`src/rtl/dct_macu_sched_if.sv`:
```
// dct_macu_sched_if: row-in and coefficient-out valid/ready streams of the DCT MAC scheduler
interface dct_macu_sched_if #(
    parameter int DW = 8,
    parameter int N  = 8,
    parameter int AW = 24
);
    logic                    in_valid;
    logic                    in_ready;
    logic [N*DW-1:0]         din;
    logic                    out_valid;
    logic                    out_ready;
    logic signed [AW-1:0]    dout;
    logic [$clog2(N)-1:0]    dout_idx;
    modport master (output in_valid, din, out_ready, input in_ready, out_valid, dout, dout_idx);
    modport slave  (input in_valid, din, out_ready, output in_ready, out_valid, dout, dout_idx);
endinterface

```
`src/rtl/dct_macu_sched.sv`:
```
// dct_macu_sched: steps one row through the ROM/multiplier/accumulator MAC, one output coefficient at a time
module dct_macu_sched #(
    parameter int DW       = 8,
    parameter int N        = 8,
    parameter int AW       = 24,
    parameter int MULT_LAT = 1
) (
    input  logic                        clk,
    input  logic                        rst_n,
    input  logic                        ena,
    dct_macu_sched_if.slave             s,
    output logic [2*$clog2(N)-1:0]      coef_addr,
    output logic signed [DW-1:0]        mac_x,
    output logic                        mac_vld,
    output logic                        mac_first,
    input  logic signed [AW-1:0]        acc_in,
    output logic                        busy
);
    localparam int LN = $clog2(N);
    localparam int D  = MULT_LAT + 2;
    localparam int CW = $clog2(D);
    localparam logic [LN-1:0] N_LAST = LN'(N - 1);
    localparam logic [CW-1:0] D_LAST = CW'(D - 1);
    typedef enum logic [1:0] {IDLE, ISSUE, DRAIN, OUT} state_t;
    state_t               state;
    logic [LN-1:0]        k;
    logic [LN-1:0]        n;
    logic [CW-1:0]        cnt;
    logic signed [DW-1:0] row [N];
    assign coef_addr   = {k, n};
    assign busy        = state != IDLE;
    assign s.in_ready  = ena && state == IDLE;
    assign s.out_valid = state == OUT;
    // the tap pipe advances with the FSM so a frozen ena keeps ROM data and sample aligned
    always_ff @(posedge clk or negedge rst_n)
        if (!rst_n) begin
            state      <= IDLE;
            k          <= '0;
            n          <= '0;
            cnt        <= '0;
            mac_x      <= '0;
            mac_vld    <= 1'b0;
            mac_first  <= 1'b0;
            s.dout     <= '0;
            s.dout_idx <= '0;
            for (int i = 0; i < N; i++) row[i] <= '0;
        end else if (ena) begin
            mac_vld   <= state == ISSUE;
            mac_first <= state == ISSUE && n == '0;
            mac_x     <= state == ISSUE ? row[n] : '0;
            case (state)
                IDLE:
                    if (s.in_valid) begin
                        for (int i = 0; i < N; i++) row[i] <= s.din[i*DW +: DW];
                        k     <= '0;
                        n     <= '0;
                        state <= ISSUE;
                    end
                ISSUE: begin
                    n <= n + 1'b1;
                    if (n == N_LAST) begin
                        cnt   <= '0;
                        state <= DRAIN;
                    end
                end
                DRAIN: begin
                    cnt <= cnt == D_LAST ? '0 : cnt + 1'b1;
                    if (cnt == D_LAST) begin
                        s.dout     <= acc_in;
                        s.dout_idx <= k;
                        state      <= OUT;
                    end
                end
                default:
                    if (s.out_ready) begin
                        k     <= k + 1'b1;
                        state <= k == N_LAST ? IDLE : ISSUE;
                    end
            endcase
        end
endmodule

```
`src/flat_wrapper.sv`:
```
// flat-port wrapper written by rule: the top's interface ports become plain ports
module dct_macu_sched_flat 
#(
    parameter int DW       = 8,
    parameter int N        = 8,
    parameter int AW       = 24,
    parameter int MULT_LAT = 1
)
  (clk, rst_n, ena, coef_addr, mac_x, mac_vld, mac_first, acc_in, busy, s_in_valid, s_din, s_out_ready, s_in_ready, s_out_valid, s_dout, s_dout_idx);
  dct_macu_sched_if #(.DW(DW), .N(N), .AW(AW)) s_i ();
  input  logic clk;
  input  logic rst_n;
  input  logic ena;
  output logic [2*$clog2(N)-1:0] coef_addr;
  output logic signed [DW-1:0] mac_x;
  output logic mac_vld;
  output logic mac_first;
  input  logic signed [AW-1:0] acc_in;
  output logic busy;
  input wire logic [$bits(s_i.in_valid)-1:0] s_in_valid;
  input wire logic [$bits(s_i.din)-1:0] s_din;
  input wire logic [$bits(s_i.out_ready)-1:0] s_out_ready;
  output wire logic [$bits(s_i.in_ready)-1:0] s_in_ready;
  output wire logic [$bits(s_i.out_valid)-1:0] s_out_valid;
  output wire logic [$bits(s_i.dout)-1:0] s_dout;
  output wire logic [$bits(s_i.dout_idx)-1:0] s_dout_idx;
  assign s_i.in_valid = s_in_valid;
  assign s_i.din = s_din;
  assign s_i.out_ready = s_out_ready;
  assign s_in_ready = s_i.in_ready;
  assign s_out_valid = s_i.out_valid;
  assign s_dout = s_i.dout;
  assign s_dout_idx = s_i.dout_idx;
  dct_macu_sched #(.DW(DW), .N(N), .AW(AW), .MULT_LAT(MULT_LAT)) u_core (.clk(clk), .rst_n(rst_n), .ena(ena), .s(s_i), .coef_addr(coef_addr), .mac_x(mac_x), .mac_vld(mac_vld), .mac_first(mac_first), .acc_in(acc_in), .busy(busy));
endmodule
```
`config.mk`:
```
export PLATFORM = sky130hd
export DESIGN_NAME = dct_macu_sched_flat
export DESIGN_NICKNAME = d
export VERILOG_FILES = /design/src/rtl/dct_macu_sched_if.sv /design/src/rtl/dct_macu_sched.sv /design/src/flat_wrapper.sv
export SDC_FILE = /design/constraint.sdc
export NUM_CORES = 1
export LEC_CHECK = 0
export BUFFER_PORTS_ARGS = -buffer_cell sky130_fd_sc_hd__buf_4
export CORE_ASPECT_RATIO = 0.6
export CORE_MARGIN = 1
export CORE_UTILIZATION = 45
export CTS_CLUSTER_DIAMETER = 40
export CTS_CLUSTER_SIZE = 28
export DETAILED_ROUTE_END_ITERATION = 6
export PLACE_DENSITY_LB_ADDON = 0.3
export SYNTH_ARGS = -nofsm -noshare
export SYNTH_HDL_FRONTEND = slang
export SYNTH_SLANG_ARGS = --single-unit
```
`constraint.sdc`:
```
create_clock -name clk -period 2.09 [get_ports clk]
set_clock_uncertainty 0.05 [all_clocks]
set_input_delay 0.3135 -clock clk [delete_from_list [all_inputs] [get_ports clk]]
set_output_delay 0.3135 -clock clk [all_outputs]
set_load 0.05 [all_outputs]
```
# Word-level counts from Yosys, hierarchy flattened

Cells that the tools add are included.

Bits of input ports: 93
Output and inout port bits: 46
Bits in registers: 111

Multiplexer cells: 17
Eq/ne operators: 9
Magnitude comparators: 1
Bitwise logic cells: 2
Reductions and logical operators: 16
Add/sub/neg operators: 3

Operator list:

| operator            | count |
|---|---|
| $bmux 8 s3          | 1 |
| $mux 8              | 3 |
| $mux 2              | 6 |
| $pmux 3 s2          | 2 |
| $reduce_and 3->1    | 4 |
| $reduce_bool 2->1   | 4 |
| $add 3x1->3 const B | 2 |
| $eq 2x2->1 const B  | 3 |
| $eq 3x3->1 const B  | 2 |
| $mux 3              | 2 |
| $pmux 2 s3          | 1 |
| $reduce_and 5->1    | 1 |
| $ge 4x4->1 const B  | 1 |
| $ne 2x2->1 const B  | 2 |
| $not 3->4           | 1 |
| $pmux 2 s2          | 1 |
| $reduce_and 4->1    | 1 |
| $reduce_bool 4->1   | 1 |
| $logic_not 3->1     | 1 |
| $add 2x1->2 const B | 1 |
| $eq 2x1->1 const B  | 1 |
| $logic_and 1x1->1   | 2 |
| $logic_not 2->1     | 1 |
| $ne 2x1->1 const B  | 1 |
| other kinds (3)     | 3 |

# Depth between registers and ports, before layout

Gate-level depths: netlist (run 1).

Word-level depth: 5
Depth in mapped cells: 7

# Least setup slack after synthesis (run 1)

Ideal clock, no wire load.

Path type: register to register
Start point: register u_core.n[0]
End point: register u_core.state[0]
Arrival time: 1.790 ns
Stages on the path, launching flop included: 6
Required time: 1.915 ns
Path buffers: 0
Setup slack: 0.126 ns
Library setup time: 0.125 ns
Cells stage by stage: dfrtp_1 ha_1 ha_1 o21ai_0 a2111oi_2 mux2_2

Cells in the longest elaborated chain, start to end: 3

RTL lines:

| element                    | line                 | RTL |
|---|---|---|
| start, declared            | dct_macu_sched.sv:27 | `logic [LN-1:0] n;` |
| start signal, assigned     | dct_macu_sched.sv:60 | `n <= n + 1'b1;` |
| $eq 3x3->1                 | dct_macu_sched.sv:61 | `if (n == N_LAST) begin` |
| $ne 2x2->1 (no line)       | --                   |  |
| $reduce_and 5->1 (no line) | --                   |  |
| end signal, assigned       | dct_macu_sched.sv:77 | `state <= k == N_LAST ? IDLE : ISSUE;` |
| end, declared              | dct_macu_sched.sv:25 | `state_t state;` |

Every way passes these cells.
A chain may end at the register's enable or synchronous reset.

# Final worst setup path (run 1)

Start point: register u_core.state[0]
End point: register u_core.state[0]

Cells in the longest elaborated chain, start to end: 3
Elaborated cells between the ends (all ways): 9
Those cells by class: eq/ne: 5; mux: 1; reduce/logical: 3

RTL lines:

| element                                      | line                 | RTL |
|---|---|---|
| $eq 2x2->1 (tied with other cells)           | dct_macu_sched.sv:51 | `case (state)` |
| $ne 2x1->1 (no line) (tied with other cells) | --                   |  |
| $reduce_and 5->1 (no line)                   | --                   |  |

Parallel ways exist; a longest one is shown, timed or not.

==> results of run 1 <==
-- through the flow --
stage	hold slack [ns]	util	std cells
2_1_floorplan	-0.0321	-	336
3_3_place_gp	0.294	0.579	603
3_5_place_dp	0.302	0.579	603
4_1_cts	0.126	0.611	620
5_1_grt	0.123	0.611	620
6_report	0.135	0.611	620
-- area by class of cell --
| type | count | share of cell area |
|---|---|---|
| clock inverter | 6 | 0.0150 |
| sequential | 111 | 0.427 |
| timing repair buffer | 147 | 0.178 |
| inverter | 19 | 0.0110 |
| multi-input combinational | 188 | 0.305 |
| tap | 139 | 0.0268 |
| clock buffer | 10 | 0.0368 |
-- cell families after synthesis --
group | after synthesis | synth area share
mux | 119 | 0.292
flops | 111 | 0.561
compound gates | 39 | 0.0571
buf+inv | 37 | 0.0387
simple gates | 20 | 0.0260
fa+ha+maj | 10 | 0.0253
-- metal layers --
| metal | vias up | routed length [um] |
|---|---|---|
| li1 | 1500 | - |
| met1 | 1660 | 5240 |
| met2 | 108 | 5010 |
| met3 | 11 | 943 |
| met4 | 0 | 120 |
| met5 | - | 0 |
-- sequential cells by signal, summed over array words and instances (netlist names) --
name               count
u_core.cnt             2
u_core.k               3
u_core.mac_vld         1
u_core.mac_first       1
u_core.row            64
u_core.n               3
u_core.mac_x           8
u_core.state           2
u_core.s.dout         24
u_core.s.dout_idx      3
-- synth_stat cells (2+ instances only) --
cell type  instances
nand2_1            6
o221ai_1           9
buf_2             12
a31oi_1            7
buf_4              3
dfrtp_1          111
a22o_1             2
buf_6              2
a21oi_1            3
a31o_2             2
o21ai_0            8
mux2_2           102
mux2i_1            9
a2111oi_0          2
and2b_2            2
ha_1              10
inv_1             19
nor2b_1            3
mux4_1             7
-- worst max-delay path, cell delays in order (launching register included) --
cell	delay, ns
dfrtp_1	0.40
inv_1	0.10
ha_1	0.25
inv_1	0.12
a21oi_1	0.06
a2111oi_2	0.45
mux2_2	0.39
-- worst paths after layout --
path / start / end / slack [ns] / cells past startpoint
worst max-delay path: u_core.state[0]$_DFFE_PN0P_ / u_core.state[0]$_DFFE_PN0P_ / 0.15 / 6
worst min-delay path: s_din[7] / u_core.row[63]$_DFFE_PN0P_ / 0.14 / 2
worst max register to register: u_core.state[0]$_DFFE_PN0P_ / u_core.state[0]$_DFFE_PN0P_ / 0.15 / 6
worst min register to register: u_core.row[34]$_DFFE_PN0P_ / u_core.row[34]$_DFFE_PN0P_ / 0.45 / 1
max in group asynchronous: rst_n / u_core.row[48]$_DFFE_PN0P_ / 0.91 / 3
min in group asynchronous: rst_n / u_core.cnt[0]$_DFFE_PN0P_ / 0.46 / 2
-- repair_timing --
item | CTS | global route
buffers inserted | 0 | 0
hold buffers | 1 | 0
hold endpoints to repair | 38 | 0
gates resized for setup | 0 | 0
-- where the power goes --
part           internal, uW  switching (uW)  total, uW
sequential             3180             580       3760
clock                  1100             819       1920
combinational          2100            2770       4870
total                  6380            4170      10600
==> results.md, run 1 <==
- Synth Flop Type: dfrtp_1
- Post-synthesis sequential area ratio: 0.561
- Pre-CTS WS: 0.170 ns
- Commonest non-fill, non-tap cells in the layout: buf_4 (142), dfrtp_1 (111), mux2_2 (102)
- First-pass GRT wire length: approximately 18,000 um
- FMAX: about 520 MHz
- Root buffer cell: clkbuf_16
- Status: finished, final reports clean
- Fraction of layout cells with a size suffix above 1: 0.568
- Width of the die: 137 um
- Port bufs: 138
- Setup repair after global routing missed its margin: no
- Worst path arrival time: about 2.1 ns
- Fin. Hold Viols: 0
- Met1 global-route usage: 0.297
- Filler instances: approximately 820
- Synth Net Count: about 440
- Flops & latches, synth: around 110
- VDD IR max: 1.06 mV
- Design area: 6500 um2
- Largest cells by area after synthesis: dfrtp_1 (56%), mux2_2 (23%), mux4_1 (3.7%)
- GRT busiest layer: met2
- Routed vias/inst: 5.29
- Largest net degree at the start of global routing: 47
- Synth warn: 0
- Crit-path max FO: 4
- Multi-input logic area: 1980 um2
- Relative slew slack: 0.616
- Vias in the first global route: 3,468
- Min Tclk post-route: 1.94 ns
- Final slew viol count: 0
- Setup TNS Final: 0 ns
- Final GP Congestion: 0.749
- Area Growth Syn to Fin: 31.2%
- # rows: 29
- Drt initial violations: 175
- Max-Cap Viols: 0
- Commonest non-fill, non-tap cell in the layout: buf_4
- All-layer global routing usage: 0.215
- Register area: roughly 2800 um2
- Post-synth EDFFs: 0
- Post-synthesis async set-or-reset flop share: 1.00
- Post-route ant nets: 0
- ANT cells: 0
- Clk Latency, worst-skew pair: 0.35 ns
- Clock-pin slew on the worst setup and hold paths: 0.08 ns
- Clock net sink count: 111
- Fin nets: 579
- Slew @ Worst Pin: ~0.58 ns
- CP endpoint kind: flip-flop
- Worst Hold Class: in -> reg
- Die height: 83.3 um
- Placed cell areas: between 6000 and 7000 um2
- Worst Path Required: ~2.3 ns
- Syn_area_per_cell: 14.7 um2
- TritonCTS Buffers: 9
- Crit Path Class: reg -> reg
- M3 GR Usage: 0.0836
- Power, Total: 10,600 uW
- Die ar.: 11,400 um2
- Yosys top cell by area: dfrtp_1
- Post-DP HPWL: 8200 um
- Cells after Synth: 336
- Remaining DRCs: 0
- Routed vias: 3,279
- Setup-failing EPs final: 0
- Longest Clk Path Bufs: 2
- CTS tree: yes
- Synth unique cells: 36
- Synth Cell Area: between 4000 and 5000 um2
- Boundary Pins: 139
- Total gr overflow: 0
- Initial antenna violation count: 0
- Setup ws final: 0.153 ns
- Final wirelength: around 11,000 um
- Synth top area share: 0.561
- Starting Density: 0.466
- DRT Pass-1 Iters: 4
- WL/cell: 18.2 um
- Number of H-tree levels: 3
- Leak pwr: 0.00311 uW
- Core ar.: 10,600 um2
- Grt met2 use: 0.317
- Crit path launch type: flip-flop
- Pwr Density: 1620 nW/um2
- Final worst path period share: 0.927
Power figures use the tool's default switching activity.
==> run 2, diff against run 1 <==
--- a/config.mk
+++ b/config.mk
@@ -13,6 +13,7 @@
 export CTS_CLUSTER_SIZE = 28
 export DETAILED_ROUTE_END_ITERATION = 6
 export PLACE_DENSITY_LB_ADDON = 0.3
+export REMOVE_ABC_BUFFERS = 1
 export SYNTH_ARGS = -nofsm -noshare
 export SYNTH_HDL_FRONTEND = slang
 export SYNTH_SLANG_ARGS = --single-unit
==> run 2 against run 1 <==
  * Sequential power barely moved
  * Maximum frequency increased by 0.25%
  * Sequential share of layout area unchanged
  * Combinational power is 1% lower
  * Clock-buffer cell count shrank 1
  * Critical path depth is the same
==> results.md, run 2 (synthesis results as in run 1) <==
- Relative slew slack: 0.691
- Crit-path max FO: 4
- Status: finished, final reports clean
- CTS tree: yes
- Total gr overflow: 0
- Leak pwr: 0.00310 uW
- Die ar.: 11,400 um2
- Number of H-tree levels: 3
- Sw Share: 0.390
- Fin nets: 580
- Final wirelength: 10,700 um
- ANT cells: 0
- WL/cell: 17.2 um
- Starting Density: 0.466
- Routed vias: 3,240
- All-layer global routing usage: 0.201
- Crit Path Class: reg -> reg
- Core ar.: 10,600 um2
- Slew @ Worst Pin: 0.462 ns
- Int Pwr: 6340 uW
- Remaining DRCs: 0
- Crit path launch type: flip-flop
- Clk Latency, worst-skew pair: 0.35 ns
- # rows: 29
- Pwr Density: 1600 nW/um2
- First-pass GRT wire length: 17,500 um
- Power, Total: 10,400 uW
- VDD IR max: 1.01 mV
- Commonest non-fill, non-tap cells in the layout: buf_4 (143), dfrtp_1 (111), mux2_2 (102)
- Clock net sink count: 111
- Vias in the first global route: between 3k and 4k
- Boundary Pins: between 100 and 150
- Sequential power share: 0.360
- Worst Hold Class: in -> reg
- Die height: 83.3 um
- DRT Pass-1 Iters: 4
- Combinational share of power: 0.463
- TritonCTS Buffers: 9
- Switching power of the nets: 4050 uW
- Final GP Congestion: 0.729
- Post-CTS setup buffer count: 0
- Min Tclk post-route: approximately 1.9 ns
- Longest Clk Path Bufs: 2
- Worst Path Required: 2.27 ns
- Largest net degree at the start of global routing: 49
- Fin. Hold Viols: 0
- Top Registers: u_core.row (64), u_core.s.dout (24), u_core.mac_x (8)
- Initial antenna violation count: 0
- Width of the die: 137 um
- Setup repair after global routing missed its margin: no
- Fraction of layout cells with a size suffix above 1: 0.568
- FMAX: slightly above 500 MHz
- Final worst path period share: 0.924
- Final slew viol count: 0
- Commonest non-fill, non-tap cell in the layout: buf_4
- Biggest register: u_core.row
- Clock Power Share: 0.177
- CP endpoint kind: flip-flop
- Max FFs per register: 64
- Clock-pin slew on the worst setup and hold paths: ~0.07 ns
- Port bufs: 138
- Routed vias/inst: 5.22
- Util after Layout: 0.611
- Area Growth Syn to Fin: 31.2%
- Drt initial violations: 82
- Hold slack: 0.143 ns
- Post-DP HPWL: 7710 um
- Root buffer cell: clkbuf_16
- Post-route ant nets: 0
- Worst path arrival time: 2.11 ns
- Setup-failing EPs final: 0
- Max-Cap Viols: 0
run 2: final timing paths:
kind,startpoint,to,slack (ns),depth (start not counted)
max in group asynchronous,rst_n,u_core.s.dout[10]$_DFFE_PN0P_,0.86,3
hold / removal,acc_in[11],u_core.s.dout[11]$_DFFE_PN0P_,0.14,2
min in group asynchronous,rst_n,u_core.s.dout_idx[2]$_DFFE_PN0P_,0.41,2
setup reg to reg,u_core.state[0]$_DFFE_PN0P_,u_core.state[0]$_DFFE_PN0P_,0.16,6
setup / recovery,u_core.state[0]$_DFFE_PN0P_,u_core.state[0]$_DFFE_PN0P_,0.16,6
hold reg to reg,u_core.row[45]$_DFFE_PN0P_,u_core.row[45]$_DFFE_PN0P_,0.45,1
run 2: final cells by class:
| cell class | count | area (um2) |
|---|---|---|
| fill | 835 | 4130 |
| multi-input combinational | 188 | 1990 |
| timing repair buffer | 148 | 1160 |
| tap | 139 | 174 |
| clock buffer | 9 | 225 |
| sequential | 111 | 2780 |
| clock inverter | 7 | 96.3 |
| inverter | 19 | 71.3 |
run 2: timing repair:
action / CTS / global route
resized for setup: 0 / 0
endpoints found under the hold margin: 29 / 0
hold buffers: 1 / 0
run 2: metrics by stage:
| step | TNS, ns | instance area, um2 | cells | setup slack, ns |
|---|---|---|---|---|
| after floorplan | -20.95 | 4830 | 318 | -0.521 |
| after global placement | 0 | 6170 | 604 | 0.249 |
| after detailed placement | 0 | 6170 | 604 | 0.165 |
| after CTS | 0 | 6500 | 621 | 0.152 |
| after global routing | 0 | 6500 | 621 | 0.0551 |
| final | 0 | 6500 | 621 | 0.158 |
run 2: layer usage:
| layer | part of all wire | global-route usage |
|---|---|---|
| met5 | 0 | 0 |
| met4 | 0.0090 | 0.0509 |
| met3 | 0.060 | 0.0549 |
| met2 | 0.47 | 0.310 |
| met1 | 0.46 | 0.281 |
run 2: power by group through the flow:
| stage | Combinational, uW | Sequential [uW] | Clock [uW] |
|---|---|---|---|
| after floorplan | 2080 | 4990 | 0 |
| after global placement | 4720 | 3690 | 0 |
| after global routing | 5120 | 3870 | 1960 |
| final | 4810 | 3740 | 1840 |
| after detailed placement | 4830 | 3770 | 0 |
| after CTS | 4850 | 3740 | 1880 |
run 2: worst max-delay path, cell delays in order (launching register included):
cell       delay, ns
dfrtp_1         0.39
inv_1           0.10
ha_1            0.27
inv_1           0.14
a21oi_1         0.06
a2111oi_2       0.42
mux2_2          0.38
==> run 3, diff against run 2 <==
--- a/config.mk
+++ b/config.mk
@@ -12,8 +12,11 @@
 export CTS_CLUSTER_DIAMETER = 40
 export CTS_CLUSTER_SIZE = 28
 export DETAILED_ROUTE_END_ITERATION = 6
+export HOLD_SLACK_MARGIN = 0.15
 export PLACE_DENSITY_LB_ADDON = 0.3
 export REMOVE_ABC_BUFFERS = 1
+export SETUP_SLACK_MARGIN = 0.2
 export SYNTH_ARGS = -nofsm -noshare
 export SYNTH_HDL_FRONTEND = slang
 export SYNTH_SLANG_ARGS = --single-unit
+export TNS_END_PERCENT = 100
==> run 3 against run 2 <==
  * Final area rose by 13%
  * Sequential share of layout area down 4.9 points
  * Routed wire length up 11%
  * Utilization is 7.8 points higher
  * Hold slack better by 0.024 ns
  * Sequential cell count unchanged
==> results.md, run 3 (synthesis results as in run 1) <==
- CTS tree: yes
- Die ar.: 11,400 um2
- ANT cells: 0
- Fraction of layout cells with a size suffix above 1: 0.503
- Routed vias/inst: 5.09
- Port bufs: 138
- Post-route ant nets: 0
- Relative slew slack: 0.691
- CP endpoint kind: flip-flop
- Slew @ Worst Pin: 0.462 ns
- Boundary Pins: around 140
- Setup-failing EPs final: 0
- Initial antenna violation count: 0
- Worst Path Required: roughly 2.3 ns
- WL/cell: 16.8 um
- Register-to-register setup slack: 0.23 ns
- Fin. Hold Viols: 0
- Setup repair after global routing missed its margin: yes
- Setup ws final: 0.226 ns
- VDD IR max: 1.00 mV
- Remaining DRCs: 0
- Fin nets: between 600 and 700
- Clk Latency, worst-skew pair: roughly 0.34 ns
- Longest Clk Path Bufs: 2
- Vias in the first global route: 3,909
- Max-Cap Viols: 0
- Final GP Congestion: 0.729
- Routed vias: between 3k and 4k
- Reg2reg end: u_core.state[0]$_DFFE_PN0P_
- # rows: 29
- Pre-CTS WS: 0.165 ns
- Commonest non-fill, non-tap cells in the layout: buf_4 (146), dfrtp_1 (111), mux2_2 (102)
- Top Registers: u_core.row (64), u_core.s.dout (24), u_core.mac_x (8)
- First-pass GRT wire length: 19,100 um
- Register area: 2780 um2
- Crit path launch type: flip-flop
- Worst Hold Class: in -> reg
- Placed cell areas: 6170 um2
- CP Launch Point: u_core.state[1]$_DFFE_PN0P_
- Worst path slowest cell: a2111oi_2
- Biggest register: u_core.row
- Worst Setup EP: u_core.state[0]$_DFFE_PN0P_
- Root buffer cell: clkbuf_16
- Crit Path Class: reg -> reg
- Power, Total: 10,700 uW
- Final slew viol count: 0
- Width of the die: about 140 um
- CP Cell Sequence: buf_4, ha_4, inv_2, a21oi_1, a2111oi_2, mux2_2
- Core ar.: 10,600 um2
- Final wirelength: between 10,000 and 15,000 um
- All-layer global routing usage: 0.219
- DRT Pass-1 Iters: 5
- Area Growth Syn to Fin: 48.1%
- Max FFs per register: between 60 and 70
- Hold slack: ~0.17 ns
- FMAX: 536 MHz
- Crit-path max FO: 4
- Largest net degree at the start of global routing: roughly 50
- Leak pwr: approximately 0.0034 uW
- Hold path start: s_din[1]
- Drt initial violations: 123
- Pwr Density: roughly 1500 nW/um2
- Length in cells of the worst reg-to-reg path: 6
- Status: finished, final reports clean
- Clock net sink count: 111
- Post-DP HPWL: about 7700 um
- Reg-to-reg startpoint: u_core.state[1]$_DFFE_PN0P_
- Design area: 7330 um2
- Filler instances: 741
- Multi-input logic area: about 2000 um2
- Slowest stage delay, CP: 0.47 ns
- Die height: 83.3 um
- Starting Density: 0.466
- TritonCTS Buffers: 9
- Total gr overflow: 0
- Min Tclk post-route: 1.86 ns
- Number of H-tree levels: 3
- Final worst path period share: 0.892
- Commonest non-fill, non-tap cell in the layout: buf_4
- Clock-pin slew on the worst setup and hold paths: about 0.07 ns
- Worst path arrival time: 2.05 ns
[run 3: cell count changes in the layout (fill, tap and decap cells not counted)]
cell,before,now
dlygate4sd3_1,1,79
ha_1,10,6
buf_4,143,146
ha_2,0,2
ha_4,0,2
inv_1,19,17
inv_2,0,2
[run 3: through the flow]
| stage | cells | util | setup TNS [ns] |
|---|---|---|---|
| finish | 702 | 0.690 | 0 |
| global route | 702 | 0.690 | 0 |
| CTS | 700 | 0.686 | 0 |
| detailed placement | 604 | 0.580 | 0 |
| global placement | 604 | 0.580 | 0 |
| floorplan | 318 | - | -20.95 |
[run 3: what timing repair did]
item / CTS / global route
hold endpoints to repair: 106 / 1
hold buffers: 78 / 1
setup buffers: 2 / 1
pin swaps: 1 / 1
resized for setup: 3 / 5
setup endpoints to repair: 3 / 3
[run 3: how the worst min path moves through the flow]
stage                                                  end  slack [ns]  depth (start not counted)
after global placement    u_core.s.dout_idx[2]$_DFFE_PN0P_        0.23                          1
after global routing             u_core.row[0]$_DFFE_PN0P_        0.16                          2
after floorplan                  u_core.cnt[0]$_DFFE_PN0P_       -0.03                          0
final                           u_core.row[57]$_DFFE_PN0P_        0.17                          2
after detailed placement  u_core.s.dout_idx[2]$_DFFE_PN0P_        0.23                          1
after CTS                       u_core.row[42]$_DFFE_PN0P_        0.15                          2
[run 3: cell type report]
cell class / instances / share of cell area
Tap cell: 139 / 0.0237
Clock inverter: 7 / 0.0131
Timing Repair Buffer: 229 / 0.268
Clock buffer: 9 / 0.0307
Inverter: 19 / 0.00973
Multi-Input combinational cell: 188 / 0.275
Sequential cell: 111 / 0.379
[run 3: worst max-delay path: cells and delay by family (launching register included)]
| family | cells | cell delay (ns) |
|---|---|---|
| AO/OA/AOI/OAI | 2 | 0.53 |
| adder cells (fa/ha/maj) | 1 | 0.17 |
| buffers and inverters | 2 | 0.23 |
| flip-flops | 1 | 0.38 |
| multiplexers | 1 | 0.38 |
[run 3: power by group]
group | switching (uW) | internal [uW]
Combinational | 2800 | 2270
Clock | 785 | 1050
Sequential | 561 | 3180
[run 3: layer usage]
metal | vias to the layer above | share of wire | GRT usage | routed length [um]
met2 | 101 | 0.49 | 0.361 | 5830
li1 | 1677 | - | - | -
met4 | 0 | 0.010 | 0.0559 | 124
met3 | 16 | 0.048 | 0.0519 | 572
met5 | - | 0 | 0 | 0
met1 | 1777 | 0.45 | 0.290 | 5300
